==> src/rtl/key_led_ctrl.sv <==
// Key-driven LED mode controller: synchronises and debounces an active-low key,
// steps OFF -> ON -> SLOW -> FAST on each accepted press and drives the LED from the mode.
module key_led_ctrl #(
   parameter int unsigned DEB_CYC   = 1_000_000,
   parameter int unsigned SLOW_HALF = 25_000_000,
   parameter int unsigned FAST_HALF = 5_000_000
) (
   input  logic       sys_clk,
   input  logic       sys_rst,
   input  logic       key_in,
   output logic       led_out,
   output logic [1:0] mode,
   output logic       key_flag
);

   localparam int unsigned DEB_W    = $clog2(DEB_CYC);
   localparam int unsigned MAX_HALF = (SLOW_HALF > FAST_HALF) ? SLOW_HALF : FAST_HALF;
   localparam int unsigned BLK_W    = $clog2(MAX_HALF);

   localparam logic [DEB_W-1:0] DEB_LAST  = DEB_W'(DEB_CYC - 1);
   localparam logic [BLK_W-1:0] SLOW_LAST = BLK_W'(SLOW_HALF - 1);
   localparam logic [BLK_W-1:0] FAST_LAST = BLK_W'(FAST_HALF - 1);

   typedef enum logic [1:0] {
      StOff  = 2'd0,
      StOn   = 2'd1,
      StSlow = 2'd2,
      StFast = 2'd3
   } mode_e;

   logic             r_key_s1;
   logic             r_key_sync;
   logic             r_key_stable;
   logic [DEB_W-1:0] r_deb_cnt;
   logic             r_key_flag;
   mode_e            r_mode;
   mode_e            w_mode_d;
   logic [BLK_W-1:0] r_blink_cnt;
   logic             r_phase;
   logic [BLK_W-1:0] w_half_last;
   logic             r_led;
   logic             w_led_d;

   // Two-flop synchroniser; idles high because the key is active-low.
   always_ff @(posedge sys_clk or posedge sys_rst) begin
      if (sys_rst) begin
         r_key_s1   <= 1'b1;
         r_key_sync <= 1'b1;
      end else begin
         r_key_s1   <= key_in;
         r_key_sync <= r_key_s1;
      end
   end

   // Any bounce back to the stable level restarts the count.
   always_ff @(posedge sys_clk or posedge sys_rst) begin
      if (sys_rst) begin
         r_key_stable <= 1'b1;
         r_deb_cnt    <= '0;
         r_key_flag   <= 1'b0;
      end else begin
         r_key_flag <= 1'b0;
         if (r_key_sync == r_key_stable) begin
            r_deb_cnt <= '0;
         end else if (r_deb_cnt == DEB_LAST) begin
            r_key_stable <= r_key_sync;
            r_deb_cnt    <= '0;
            r_key_flag   <= ~r_key_sync;
         end else begin
            r_deb_cnt <= r_deb_cnt + DEB_W'(1);
         end
      end
   end

   always_ff @(posedge sys_clk or posedge sys_rst) begin
      if (sys_rst) begin
         r_mode <= StOff;
      end else begin
         r_mode <= w_mode_d;
      end
   end

   always_comb begin
      w_mode_d = r_mode;
      if (r_key_flag) begin
         unique case (r_mode)
            StOff:  w_mode_d = StOn;
            StOn:   w_mode_d = StSlow;
            StSlow: w_mode_d = StFast;
            StFast: w_mode_d = StOff;
         endcase
      end
   end

   assign w_half_last = (r_mode == StSlow) ? SLOW_LAST : FAST_LAST;

   // Blink restarts lit on every mode change so each lit interval is a full half-period.
   always_ff @(posedge sys_clk or posedge sys_rst) begin
      if (sys_rst) begin
         r_blink_cnt <= '0;
         r_phase     <= 1'b1;
      end else if ((w_mode_d != r_mode) || (r_mode == StOff) || (r_mode == StOn)) begin
         r_blink_cnt <= '0;
         r_phase     <= 1'b1;
      end else if (r_blink_cnt == w_half_last) begin
         r_blink_cnt <= '0;
         r_phase     <= ~r_phase;
      end else begin
         r_blink_cnt <= r_blink_cnt + BLK_W'(1);
      end
   end

   always_comb begin
      w_led_d = 1'b0;
      unique case (r_mode)
         StOff:  w_led_d = 1'b0;
         StOn:   w_led_d = 1'b1;
         StSlow: w_led_d = r_phase;
         StFast: w_led_d = r_phase;
      endcase
   end

   always_ff @(posedge sys_clk or posedge sys_rst) begin
      if (sys_rst) begin
         r_led <= 1'b0;
      end else begin
         r_led <= w_led_d;
      end
   end

   assign led_out  = r_led;
   assign mode     = r_mode;
   assign key_flag = r_key_flag;

endmodule
==> config.mk <==
export PLATFORM = sky130hd
export DESIGN_NAME = key_led_ctrl
export DESIGN_NICKNAME = d
export VERILOG_FILES = /design/src/rtl/key_led_ctrl.sv
export SDC_FILE = /design/constraint.sdc
export NUM_CORES = 1
export LEC_CHECK = 0
export CAP_MARGIN = 20
export CORE_MARGIN = 4
export CORE_UTILIZATION = 55
export DETAILED_ROUTE_END_ITERATION = 16
export PLACE_DENSITY = 0.72
export SLEW_MARGIN = 0
export SYNTH_ARGS = -nofsm -noshare
export SYNTH_HDL_FRONTEND = slang
export SYNTH_SLANG_ARGS = --single-unit
==> constraint.sdc <==
create_clock -name sys_clk -period 2.8 [get_ports sys_clk]
set_input_delay 0.56 -clock sys_clk [delete_from_list [all_inputs] [get_ports sys_clk]]
set_output_delay 0.56 -clock sys_clk [all_outputs]
set_load 0.02 [all_outputs]
=== After elaboration in Yosys (flattened, before gate mapping) ===
Index checks and enable logic that the tools add are counted.

* Logic and storage cells: 39
* Output and inout port bits: 4
* Bits in registers: 53
* Bits of input ports: 3

* Eq/ne operators: 7
* Add/subtract/negate cells: 2
* Bitwise logic cells: 3
* Reductions and logical operators: 6
* Multiplexer cells: 12

{| class="wikitable"
|+ Operators by type and width
! kind !! count
|-
| two-way mux 25 bit || 3
|-
| two-way mux 20 bit || 2
|-
| adder 25 x 1 -> 25 bit, second input constant || 1
|-
| == test 25 bit || 1
|-
| adder 20 x 1 -> 20 bit, second input constant || 1
|-
| == test 20 bit, second input constant || 1
|-
| one-hot mux 2 bit (4 select lines) || 1
|-
| == test 2 bit, second input constant || 2
|-
| two-way mux 1 bit || 4
|-
| inverter 1 bit || 3
|-
| one-hot mux 1 bit (3 select lines) || 1
|-
| == test 2 x 1 -> 1 bit, second input constant || 1
|-
| logical NOT 2 bit || 1
|-
| logical OR 1 bit || 2
|-
| two-way mux 2 bit || 1
|-
| inequality test 2 bit || 1
|-
| AND reduction 2 bit || 1
|-
| nonzero test 2 bit || 1
|-
| OR reduction 2 bit || 1
|-
| == test 1 bit || 1
|}

=== Logic depth before layout (Yosys ltp) ===
Gate-level depths: netlist (run 1).

* Depth in word-level cells: 7
* Gate-level depth with buffers: 8
* Depth with buffers taken out: 6

=== Worst setup path before layout (run 1) ===
OpenSTA, ideal clock, no wires.

* Path kind: register to register
* From: register r_mode[0], in the netlist mode[0]
* To: register r_blink_cnt[3]
* Arrival time: 2.113 ns
* Clock period less this slack: 2.247 ns
* Buffers on the path: 1
* Stages on the path, launching flop included: 8
* Required time: 2.666 ns
* Library setup time: 0.134 ns
* Path slack: 0.553 ns
* Cell sequence: dfrtp_1 -> inv_1 -> ha_1 -> nand2_1 -> or4_4 -> a2111oi_4 -> buf_6 -> nor3_2

* Longest elaborated chain between the ends: 7
* Elaborated cells between the ends (all ways): 13
* Those cells by class: eq/ne (5); mux (5); reduce/logical (3)

{| class="wikitable"
|+ Ends and longest elaborated chain
! item !! RTL line !! text
|-
| start, declared || 36 || <nowiki>mode_e r_mode;</nowiki>
|-
| start signal, assigned || 77 || <nowiki>r_mode <= StOff;</nowiki>
|-
| start signal, assigned || 79 || <nowiki>r_mode <= w_mode_d;</nowiki>
|-
| == test 2 bit (tied with other cells) || 86 || <nowiki>unique case (r_mode)</nowiki>
|-
| one-hot mux 2 bit (4 select lines) || 86 ||
|-
| two-way mux 2 bit || 85 || <nowiki>if (r_key_flag) begin</nowiki>
|-
| inequality test 2 bit || 102 || <nowiki>end else if ((w_mode_d != r_mode) || (r_mode == StOff) || (r_mode == StOn)) begin</nowiki>
|-
| logical OR 1 bit (2 in a row) || 102 ||
|-
| two-way mux 25 bit (*) || 102 ||
|-
| end signal, assigned || 109 || <nowiki>r_blink_cnt <= r_blink_cnt + BLK_W'(1);</nowiki>
|-
| end, declared || 38 || <nowiki>logic [BLK_W-1:0] r_blink_cnt;</nowiki>
|}

Every way passes the cells marked *; elsewhere a longest branch is shown, timed or not.
A chain may end at the register's enable or synchronous reset.

=== Final worst setup path (run 1) ===
* From: register r_mode[0], in the netlist mode[0]
* To: register r_blink_cnt[7]

The elaborated chain is that of the path after synthesis.

==> impl_metrics.json, run 1 <==
{
  "numPortBuffers": 6,
  "r2r_start": "mode[0]",
  "irDropWorstVdd_mv": 0.296,
  "synth-async-reset-ratio_pct": 100,
  "yosysMostFrequentCell": "dfrtp_1",
  "skew_ns": 0.00762,
  "synth_compound_area_share_pct": 11.6,
  "p_int_w": 0.000954,
  "totalWireLength_um": 5310,
  "use_met2_pct": 31.3,
  "top_usage_layer": "met2",
  "hold_start": "r_key_s1",
  "ios": 7,
  "core_um2": 4820,
  "slowest_delay_ns": 0.47,
  "grt_first_pass_wirelength_um": 9450,
  "start_util_pct": 57.9,
  "synthXorXnorAreaFrac_pct": 7.54,
  "drt-initial-drc-count": 135,
  "rsz0062_at_grt": "no",
  "setup_viol": 0,
  "synth_top_cell_by_area": "dfrtp_1",
  "die_h_um": 79.2,
  "cts_hold_buf": 0,
  "synth_top_family_by_area": "simple AND/OR/NAND/NOR gates",
  "syn-cell-area_um2": 2790,
  "worstSetupStartpoint": "mode[0]",
  "syn_avg_cell_area_um2": 10.1,
  "cp_cell_sequence": "inv_1 -> ha_1 -> nand2_1 -> or4_4 -> a2111oi_4 -> buf_4 -> nor3_1",
  "relSlewSlack_pct": 62.0,
  "dr.pass1.iters": 4,
  "grt_pass1_vias": 2066,
  "pwr-share-clk_pct": 34.7,
  "synth_fa_ha_area_share_pct": 2.24,
  "yosys_most_used_dff": "dfrtp_1",
  "cts_tree": "yes",
  "finalSetupTns_ns": 0,
  "min_period_over_period_pct": 85.2,
  "ys_ff_latch": 53,
  "gr-usage-met1_pct": 24.5,
  "syn_to_final_growth_pct": 6.55,
  "endpoint_kind": "register",
  "hold_path.class": "register to register",
  "regArea_um2": 1330,
  "avgRoutedWirePerCell_um": 15.3,
  "ant_nets": 0,
  "die_w_um": 79.2,
  "synth_area_leaders": "dfrtp_1 (44%), xor2_1 (4.4%), dfstp_2 (3.8%)",
  "startpoint_type": "register",
  "post_cts_buffers": 0,
  "cts.sinks": 53,
  "worstPathArrival_ns": 2.56,
  "path_max_fanout": 23,
  "ys_top_cells_by_count": "dfrtp_1 (49), nand2_1 (20), nand3_1 (17)",
  "cts_resized": 0,
  "p_leak_nw": 1.08,
  "numCtsBuffers": 5,
  "synth_edf_count": 0,
  "syn_nets": 283,
  "switchingPower_w": 0.000285,
  "yosysWarnings": 0,
  "multi_input_area_um2": 1350,
  "crit_buf_inv": 2,
  "track_usage_pct": 18.8,
  "yosysSeqAreaShare_pct": 47.8,
  "via_per_inst": 6.14,
  "syn_inst": 275,
  "crit_family": "simple AND/OR/NAND/NOR gates",
  "yosysTopAreaCellShare_pct": 44.0,
  "fillCellCount": 396,
  "grt_util_met3_pct": 3.40,
  "drv_cap": 0,
  "root_buffer": "clkbuf_8",
  "drive_above_1_share_pct": 11.4,
  "fin_nets": 287,
  "gp_congestion": 0.853,
  "clk_pin_slew_ns": 0.10,
  "required_ns": 2.97,
  "power_frac_comb_pct": 2.6,
  "slew_viol_final": 0,
  "drc": 0,
  "cts_buffer_depth": 2,
  "cts_max_level": 2,
  "max_freq_mhz": 419,
  "hpwl_um": 3670,
  "overflow": 0,
  "die_area_um2": 6270,
  "switching_share_pct": 23.0,
  "crit_slowest_cell": "a2111oi_4",
  "tightestPinTransition_ns": 0.568,
  "synthMuxAreaShare_pct": 0.763,
  "power.density_nw_per_um2": 417,
  "whs_ns": 0.369,
  "fin_crit_ns": 2.38,
  "hold_viol": 0,
  "fp-row-count": 25,
  "diodes": 0,
  "status": "finished clean",
  "seqPwrFrac_pct": 62.6,
  "grt_max_degree": 26,
  "ys_types": 39,
  "worstSetupPathType": "register to register",
  "num_vias": 2132,
  "synth_simple_gate_area_share_pct": 25.9,
  "clock_latency_ns": 0.31,
  "antenna_found_initial": 0
}
[stage by stage]
| stage | setup slack (ns) | total power (W) | area (µm²) | util [%] | cells |
|---|---|---|---|---|---|
| 2_1_floorplan | 0.553 | 0.000811 | 2790 | - | 275 |
| 3_3_place_gp | 0.538 | 0.000825 | 2880 | 59.9 | 339 |
| 3_5_place_dp | 0.444 | 0.000825 | 2880 | 59.9 | 339 |
| 4_1_cts | 0.418 | 0.00125 | 2970 | 61.7 | 347 |
| 5_1_grt | 0.244 | 0.00128 | 2970 | 61.7 | 347 |
| 6_report | 0.415 | 0.00124 | 2970 | 61.7 | 347 |
[kinds of logic (layout without fill, tap and decap cells)]
kind of cell	Yosys count	in the layout
buf+inv	21	26
simple gates	123	123
mux	2	2
flops	53	53
compound gates	47	47
xor+xnor	24	24
fa+ha+maj	5	5
[worst paths after layout]
check,to,slack (ns),cells after the start
min,r_key_sync,0.37,0
max,r_blink_cnt[7],0.42,7
min reg2reg,r_key_sync,0.37,0
max in group asynchronous,r_key_stable,1.66,3
max reg2reg,r_blink_cnt[7],0.42,7
min in group asynchronous,led_out,0.52,2
[layout by cell type, fill, tap and decap left out, types with 2 or more instances in the layout]
cell type and count:
inv_1 6, nor3_2 6, o31ai_1 11, ha_1 5, or2_2 2, clkinv_2 2
clkdlybuf4s50_1 6, nand2_1 20, nand3_1 17, and3_1 2, nand4_1 9, nor3b_1 2
or3_1 12, a21oi_1 7, and4_1 4, o21ai_0 13, xnor2_1 10, nor2_1 15
xor2_1 14, nor3_1 10, dfstp_2 4, or4_1 13, buf_4 5, dfrtp_1 49
nor4_1 3, a211oi_1 13, clkbuf_8 5
[sequential cells by signal, indices dropped and copies added, names as in the netlist]
| name | cells |
|---|---|
| r_key_sync | 1 |
| r_blink_cnt | 25 |
| led_out | 1 |
| mode | 2 |
| r_key_s1 | 1 |
| r_phase | 1 |
| r_deb_cnt | 20 |
| key_flag | 1 |
| r_key_stable | 1 |
[cell type report]
| class | instances | area share, % |
|---|---|---|
| multi-input combinational | 201 | 45.3 |
| sequential | 53 | 44.8 |
| timing repair buffer | 11 | 3.29 |
| tap | 67 | 2.82 |
| clock buffer | 5 | 2.32 |
| inverter | 7 | 0.885 |
| clock inverter | 3 | 0.590 |
[layer usage]
| layer | vias up | routed length, µm |
|---|---|---|
| met4 | 0 | 107 |
| li1 | 1023 | - |
| met3 | 12 | 171 |
| met5 | - | 0 |
| met1 | 1058 | 2430 |
| met2 | 39 | 2590 |
[power groups by stage]
stage          combinational, W  sequential, W  clock (W)
4_1_cts               0.0000340       0.000776   0.000438
2_1_floorplan         0.0000214       0.000790          0
6_report              0.0000326       0.000776   0.000430
3_3_place_gp          0.0000336       0.000791          0
5_1_grt               0.0000381       0.000777   0.000468
3_5_place_dp          0.0000338       0.000791          0
No activity file was read; power rests on OpenSTA's default activity.
==> run 2, diff against run 1 <==
Settings changed: CAP_MARGIN 20 to not set, TNS_END_PERCENT set to 1.
==> results of run 2 <==
Same layout as run 1: the final DEF is identical, and so are final timing and power.
